--- src/rtl/sram_col_ctrl.sv ---
// sram_col_ctrl: sequences precharge, wordline and write-driver/sense-amp
// control for one SRAM column. Each request runs precharge then a wordline
// access, and ends with a one-cycle response.
// Optional feature: define SRAM_COL_WRVERIFY_EN to follow every write with
// a second precharge plus a read-back of the same row. rsp_err then flags a
// bit that did not stick, or a sense that was not differential.
//
// Handshake: a request transfers on a rising edge where req_valid and
// req_ready are both high. req_ready is high only while idle. There is no
// response backpressure: rsp_valid is a single-cycle pulse and must be taken.
//
// Every output is a flop. The next output values are decoded from the next
// state, so each output changes on the same edge as the state it belongs to.
module sram_col_ctrl #(
  parameter int ROWS    = 8,
  parameter int PRE_CYC = 2,
  parameter int WL_CYC  = 2,
  localparam int AW     = $clog2(ROWS)
) (
  input  logic            clk,
  input  logic            rst_n,
  input  logic            req_valid,
  output logic            req_ready,
  input  logic            req_we,
  input  logic [AW-1:0]   req_addr,
  input  logic            req_wdata,
  output logic            rsp_valid,
  output logic            rsp_rdata,
  output logic            rsp_err,
  output logic [ROWS-1:0] row_wr,
  output logic            pre_en,
  output logic            wdrv_en,
  output logic            bl_drv,
  output logic            blb_drv,
  output logic            sae,
  input  logic            sense_bl,
  input  logic            sense_blb,
  output logic [2:0]      dbg_state
);

  localparam int CMAX = (PRE_CYC > WL_CYC) ? PRE_CYC : WL_CYC;
  localparam int CW   = (CMAX > 1) ? $clog2(CMAX) : 1;
  localparam logic [CW-1:0] PRE_LAST = CW'(PRE_CYC - 1);
  localparam logic [CW-1:0] WL_LAST  = CW'(WL_CYC - 1);

`ifdef SRAM_COL_WRVERIFY_EN
  typedef enum logic [2:0] {
    IDLE = 3'd0,
    PRE  = 3'd1,
    ACC  = 3'd2,
    RSP  = 3'd3,
    VPRE = 3'd4,
    VACC = 3'd5
  } state_t;
`else
  typedef enum logic [2:0] {
    IDLE = 3'd0,
    PRE  = 3'd1,
    ACC  = 3'd2,
    RSP  = 3'd3
  } state_t;
`endif

  state_t          state_q, state_d;
  logic [CW-1:0]   cnt_q, cnt_d;
  logic            we_q, wdata_q;
  logic [AW-1:0]   addr_q;

  logic            accept;
  logic            addr_oor;
  logic            pre_phase_d, acc_phase_d, rd_phase_d;

  logic            req_ready_d, rsp_valid_d, rsp_rdata_d, rsp_err_d;
  logic [ROWS-1:0] row_wr_d;
  logic            pre_en_d, wdrv_en_d, bl_drv_d, blb_drv_d, sae_d;

  assign accept    = req_valid && req_ready;
  assign addr_oor  = (int'(req_addr) >= ROWS);
  assign dbg_state = state_q;

  // Next-state logic: cnt counts cycles spent in the current timed phase.
  always_comb begin
    state_d = state_q;
    cnt_d   = cnt_q;
    case (state_q)
      IDLE: begin
        if (accept) begin
          cnt_d   = '0;
          state_d = addr_oor ? RSP : PRE;
        end
      end
      PRE: begin
        if (cnt_q == PRE_LAST) begin
          cnt_d   = '0;
          state_d = ACC;
        end else begin
          cnt_d = cnt_q + 1'b1;
        end
      end
      ACC: begin
        if (cnt_q == WL_LAST) begin
          cnt_d   = '0;
`ifdef SRAM_COL_WRVERIFY_EN
          state_d = we_q ? VPRE : RSP;
`else
          state_d = RSP;
`endif
        end else begin
          cnt_d = cnt_q + 1'b1;
        end
      end
`ifdef SRAM_COL_WRVERIFY_EN
      VPRE: begin
        if (cnt_q == PRE_LAST) begin
          cnt_d   = '0;
          state_d = VACC;
        end else begin
          cnt_d = cnt_q + 1'b1;
        end
      end
      VACC: begin
        if (cnt_q == WL_LAST) begin
          cnt_d   = '0;
          state_d = RSP;
        end else begin
          cnt_d = cnt_q + 1'b1;
        end
      end
`endif
      RSP: begin
        state_d = IDLE;
      end
      default: begin
        state_d = IDLE;
        cnt_d   = '0;
      end
    endcase
  end

  // Phase decode of the next state, shared by the output decode below.
  always_comb begin
    pre_phase_d = (state_d == PRE);
    acc_phase_d = (state_d == ACC);
    rd_phase_d  = (state_d == ACC) && !we_q;
`ifdef SRAM_COL_WRVERIFY_EN
    pre_phase_d = pre_phase_d || (state_d == VPRE);
    acc_phase_d = acc_phase_d || (state_d == VACC);
    rd_phase_d  = rd_phase_d  || (state_d == VACC);
`endif
  end

  // Next output values; the response fields are computed on the edge
  // that enters RSP, which is where the sense amp is sampled.
  always_comb begin
    req_ready_d = (state_d == IDLE);
    pre_en_d    = pre_phase_d;
    row_wr_d    = acc_phase_d ? (ROWS'(1) << addr_q) : '0;
    wdrv_en_d   = (state_d == ACC) && we_q;
    bl_drv_d    = wdrv_en_d && wdata_q;
    blb_drv_d   = wdrv_en_d && !wdata_q;
    sae_d       = rd_phase_d && (cnt_d == WL_LAST);
    rsp_valid_d = (state_d == RSP);
    rsp_rdata_d = 1'b0;
    rsp_err_d   = 1'b0;
    if (state_d == RSP) begin
      case (state_q)
        IDLE: rsp_err_d = 1'b1;
        ACC: begin
          if (!we_q) begin
            rsp_rdata_d = sense_bl;
            rsp_err_d   = (sense_bl == sense_blb);
          end
        end
`ifdef SRAM_COL_WRVERIFY_EN
        VACC: rsp_err_d = (sense_bl != wdata_q) || (sense_bl == sense_blb);
`endif
        default: begin
          rsp_rdata_d = 1'b0;
          rsp_err_d   = 1'b0;
        end
      endcase
    end
  end

  // State and phase counter registers.
  always_ff @(posedge clk or negedge rst_n) begin
    if (!rst_n) begin
      state_q <= IDLE;
      cnt_q   <= '0;
    end else begin
      state_q <= state_d;
      cnt_q   <= cnt_d;
    end
  end

  // Request fields are captured once at acceptance and held for the access.
  always_ff @(posedge clk or negedge rst_n) begin
    if (!rst_n) begin
      we_q    <= 1'b0;
      addr_q  <= '0;
      wdata_q <= 1'b0;
    end else if (accept) begin
      we_q    <= req_we;
      addr_q  <= req_addr;
      wdata_q <= req_wdata;
    end
  end

  // Output registers; reset drops every array control line at once.
  always_ff @(posedge clk or negedge rst_n) begin
    if (!rst_n) begin
      req_ready <= 1'b0;
      row_wr    <= '0;
      pre_en    <= 1'b0;
      wdrv_en   <= 1'b0;
      bl_drv    <= 1'b0;
      blb_drv   <= 1'b0;
      sae       <= 1'b0;
      rsp_valid <= 1'b0;
      rsp_rdata <= 1'b0;
      rsp_err   <= 1'b0;
    end else begin
      req_ready <= req_ready_d;
      row_wr    <= row_wr_d;
      pre_en    <= pre_en_d;
      wdrv_en   <= wdrv_en_d;
      bl_drv    <= bl_drv_d;
      blb_drv   <= blb_drv_d;
      sae       <= sae_d;
      rsp_valid <= rsp_valid_d;
      rsp_rdata <= rsp_rdata_d;
      rsp_err   <= rsp_err_d;
    end
  end

endmodule

--- config.mk ---
export PLATFORM = sky130hd
export DESIGN_NAME = sram_col_ctrl
export DESIGN_NICKNAME = d
export VERILOG_FILES = /design/src/rtl/sram_col_ctrl.sv
export SDC_FILE = /design/constraint.sdc
export NUM_CORES = 1
export LEC_CHECK = 0
export CELL_PAD_IN_SITES_DETAIL_PLACEMENT = 0
export CELL_PAD_IN_SITES_GLOBAL_PLACEMENT = 1
export CORE_MARGIN = 1
export CORE_UTILIZATION = 35
export CTS_CLUSTER_SIZE = 14
export DETAILED_ROUTE_END_ITERATION = 10
export PLACE_DENSITY = 0.7
export SKIP_LAST_GASP = 1
export SYNTH_ARGS = -nofsm -noshare
export SYNTH_HDL_FRONTEND = slang
export SYNTH_SLANG_ARGS = --single-unit
--- constraint.sdc ---
create_clock -name clk -period 4.5 [get_ports clk]
set_input_delay 0.9 -clock clk [delete_from_list [all_inputs] [get_ports clk]]
set_output_delay 0.9 -clock clk [all_outputs]
set_load 0.02 [all_outputs]
==> flow_summary_export.csv <==
group,metric,value,unit
critical_path,worstPathArrival,1550,ps
floorplanning,die_h,56.70,microns
floorplanning,rows,19,
clocking,clock_latency,320,ps
floorplanning,core-area,2805,sq um
pwr,intPower,350.7,uW
run_status,violations,"DRC",
timing,finClkSkew,1.734,ps
cells_and_area,syn2layout_area_growth,31.66,%
placed_design,place_congestion,0.6430,
critical_path,crit_type,"reg -> out",
synth,synthCells,74,
drt,vias,655,
critical_path,cp_data_required_time,3600,ps
pwr,pwr-share-clk,23.8,%
global_routing,use_met2,22.28,%
clocking,cts_tree,"done",
critical_path,crit_family,"buffers and inverters",
critical_path,crit_buf_inv,1,
clocking,root_buffer,"clkbuf_4",
floorplanning,num_io_pins,30,
timing,finalSetupViolCount,0,
cells_and_area,diodes,0,
timing,hold_violations,0,
global_routing,grt_start_max_net_pins,27,
synth,syn-num-nets,84,
cells_and_area,fin_nets,113,
placed_design,portBuffers,29,
global_routing,antenna_found_initial,0,
worst_hold_path,hold_class,"reg -> reg",
timing,fmax,408.2,MHz
timing,slew_viol_final,0,
cells_and_area,nFillCells,267,
synth,yosys.cell_types.count,28,
critical_path,path_cells,"clkdlybuf4s50_1",
synth,yosysSeqAreaShare,62.13,%
global_routing,grt_pass1_wl,3.243,mm
pwr,vdd_ir_drop_max,0.0001253,V
clocking,ctsResizeCount,0,
timing,slew-limit-headroom,24.79,%
critical_path,worst_setup_path_start_kind,"flop",
placed_design,dp_hpwl,1.268,mm
global_routing,use_met1,15.92,%
cells_and_area,layout_commonest_cell,"clkdlybuf4s50_1",
synth,synth.avg_cell_area,14.15,sq um
timing,tightest_slew,1125,ps
global_routing,grt-ovfl-total,0,
run_status,status,"complete, but fails checks",
pwr,leakagePower,0.5917,nW
cells_and_area,drive_gt1_share,15.69,%
timing,finalSetupTns,0,ps
clocking,ctsHoldBuffers,0,
critical_path,slowest_delay,670,ps
timing,post-route-min-period,2450,ps
clocking,cts_max_path_buffers,2,
clocking,h-tree-depth,1,
drt,detail-route-antenna-nets,0,
global_routing,grt_busiest_layer,"met2",
pwr,combPwrFrac,17.2,%
synth,synth_area,1047,sq um
drt,drtIter0Drc,21,
cells_and_area,final_cell_mix,"clkdlybuf4s50_1 (29), dfrtp_1 (26), nor2_1 (6)",
global_routing,grt_pass1_vias,662,
floorplanning,fp.dieW,56.70,microns
timing,fin_crit_sh,54.43,%
synth,yosys_register_bits,26,
flow_run,drv_cap,0,
drt,wl_per_cell,13.92,microns
drt,via_per_inst,4.925,
placed_design,pre_cts_ws,2168,ps
critical_path,crit_fanout,8,
floorplanning,start_util,37.33,%
clocking,cts.clk_slew.worst_paths,140,ps
timing,rsz0062_at_grt,"false",
drt,drt_drc_violations_left,8,
drt,drtPass1Iterations,7,
synth,yosys_warnings,0,
pwr,seqPwrFrac,59.0,%
critical_path,crit_slowest_cell,"clkdlybuf4s50_1",
floorplanning,dieArea,3215,sq um
clocking,cts_buffers,3,
critical_path,endpoint_kind,"output pin",
global_routing,grtUsageTotal,13.79,%
pwr,switchingPower,143.2,uW
clocking,clkSinkCount,26,
pwr,swShare,28.99,%
pwr,pwr_density_cell,358.2,nW/um^2
global_routing,gr-usage-met3,3.456,%
timing,setup_slack,2050,ps
drt,drt_wl_total,1.851,mm
clocking,postCtsSetupRepairBufs,0,
synthesized netlist by cell type:
master	n	area, sq um
dfrtp_1	26	650.6
nor2_1	6	22.52
mux2_2	5	56.30
clkbuf_1	3	11.26
nand2_1	3	11.26
nand3b_1	3	22.52
nor3_1	3	15.01
nor4b_4	3	71.32
buf_6	2	22.52
nor4_1	2	12.51
a2111oi_4	1	27.53
a211oi_1	1	7.510
a21o_1	1	7.510
a21oi_1	1	5.000
a221oi_1	1	8.760
and2b_2	1	8.760
and3_1	1	6.260
and3_2	1	7.510
and4bb_2	1	12.51
conb_1	1	3.750
inv_1	1	3.750
nand3_1	1	5.000
nor2b_1	1	6.260
nor3b_1	1	7.510
or2b_1	1	7.510
or3b_1	1	8.760
xnor2_1	1	8.760
xor2_1	1	8.760
power by group through the flow:
stage	Sequential, mW	Clock [mW]	Combinational [mW]
floorplan	0.279	0	0.0688
global placement	0.294	0	0.0849
detailed placement	0.296	0	0.0865
CTS	0.291	0.123	0.0866
global route	0.297	0.131	0.0921
finish	0.291	0.118	0.0849
layer usage:
layer  up-vias  part of all wire [%]
li1        311                     -
met1       320                    42
met2        19                    50
met3         5                   5.0
met4         0                   3.0
met5         -                     0
kinds of logic (layout without fill, tap and decap cells):
kind of cell	after synthesis	count (layout)	share of synthesized area (%)
AND/OR/NAND/NOR	29	29	21.51
flip-flops	26	26	62.13
buffers and inverters	6	34	3.584
AO/OA/AOI/OAI	5	5	5.377
multiplexers	5	5	5.376
XOR/XNOR	2	2	1.673
other	1	1	0.3581
final cells by class:
cell class	instances	area (sq um)	area share [%]
flip-flops and latches	26	650.6	47.19
clock buffers	4	36.28	2.632
well taps	31	38.79	2.813
repair buffers	29	290.3	21.05
multi-input cells	42	359.1	26.04
inverters	1	3.754	0.2722
flip-flops by register name (all words and copies together) (netlist names):
register	flops
addr_q	3
bl_drv	1
blb_drv	1
cnt_q	1
dbg_state	3
pre_en	1
req_ready	1
row_wr	8
rsp_err	1
rsp_rdata	1
rsp_valid	1
sae	1
wdata_q	1
wdrv_en	1
we_q	1
per-stage QoR:
step / util, % / std cells / power, mW / hold slack [ps] / instance area [sq um]
2_1_floorplan: - / 74 / 0.3473 / 425.1 / 1047
3_3_place_gp: 47.86 / 129 / 0.3785 / 435.0 / 1343
3_5_place_dp: 47.86 / 129 / 0.3821 / 447.1 / 1343
4_1_cts: 49.15 / 133 / 0.5013 / 465.4 / 1379
5_1_grt: 49.15 / 133 / 0.5200 / 515.1 / 1379
6_report: 49.15 / 133 / 0.4939 / 476.5 / 1379
worst paths after layout:
path	start	end	slack, ps	depth (start not counted)
min in group asynchronous	rst_n	sae$_DFF_PN0_	1160	1
setup reg to reg	dbg_state[0]$_DFF_PN0_	row_wr[3]$_DFF_PN0_	2820	3
hold / removal	wdata_q$_DFFE_PN0P_	blb_drv$_DFF_PN0_	480	1
setup / recovery	dbg_state[2]$_DFF_PN0_	dbg_state[2]	2050	1
hold reg to reg	wdata_q$_DFFE_PN0P_	blb_drv$_DFF_PN0_	480	1
max in group asynchronous	rst_n	row_wr[1]$_DFF_PN0_	2670	1
(Power assumes the default switching activity.)
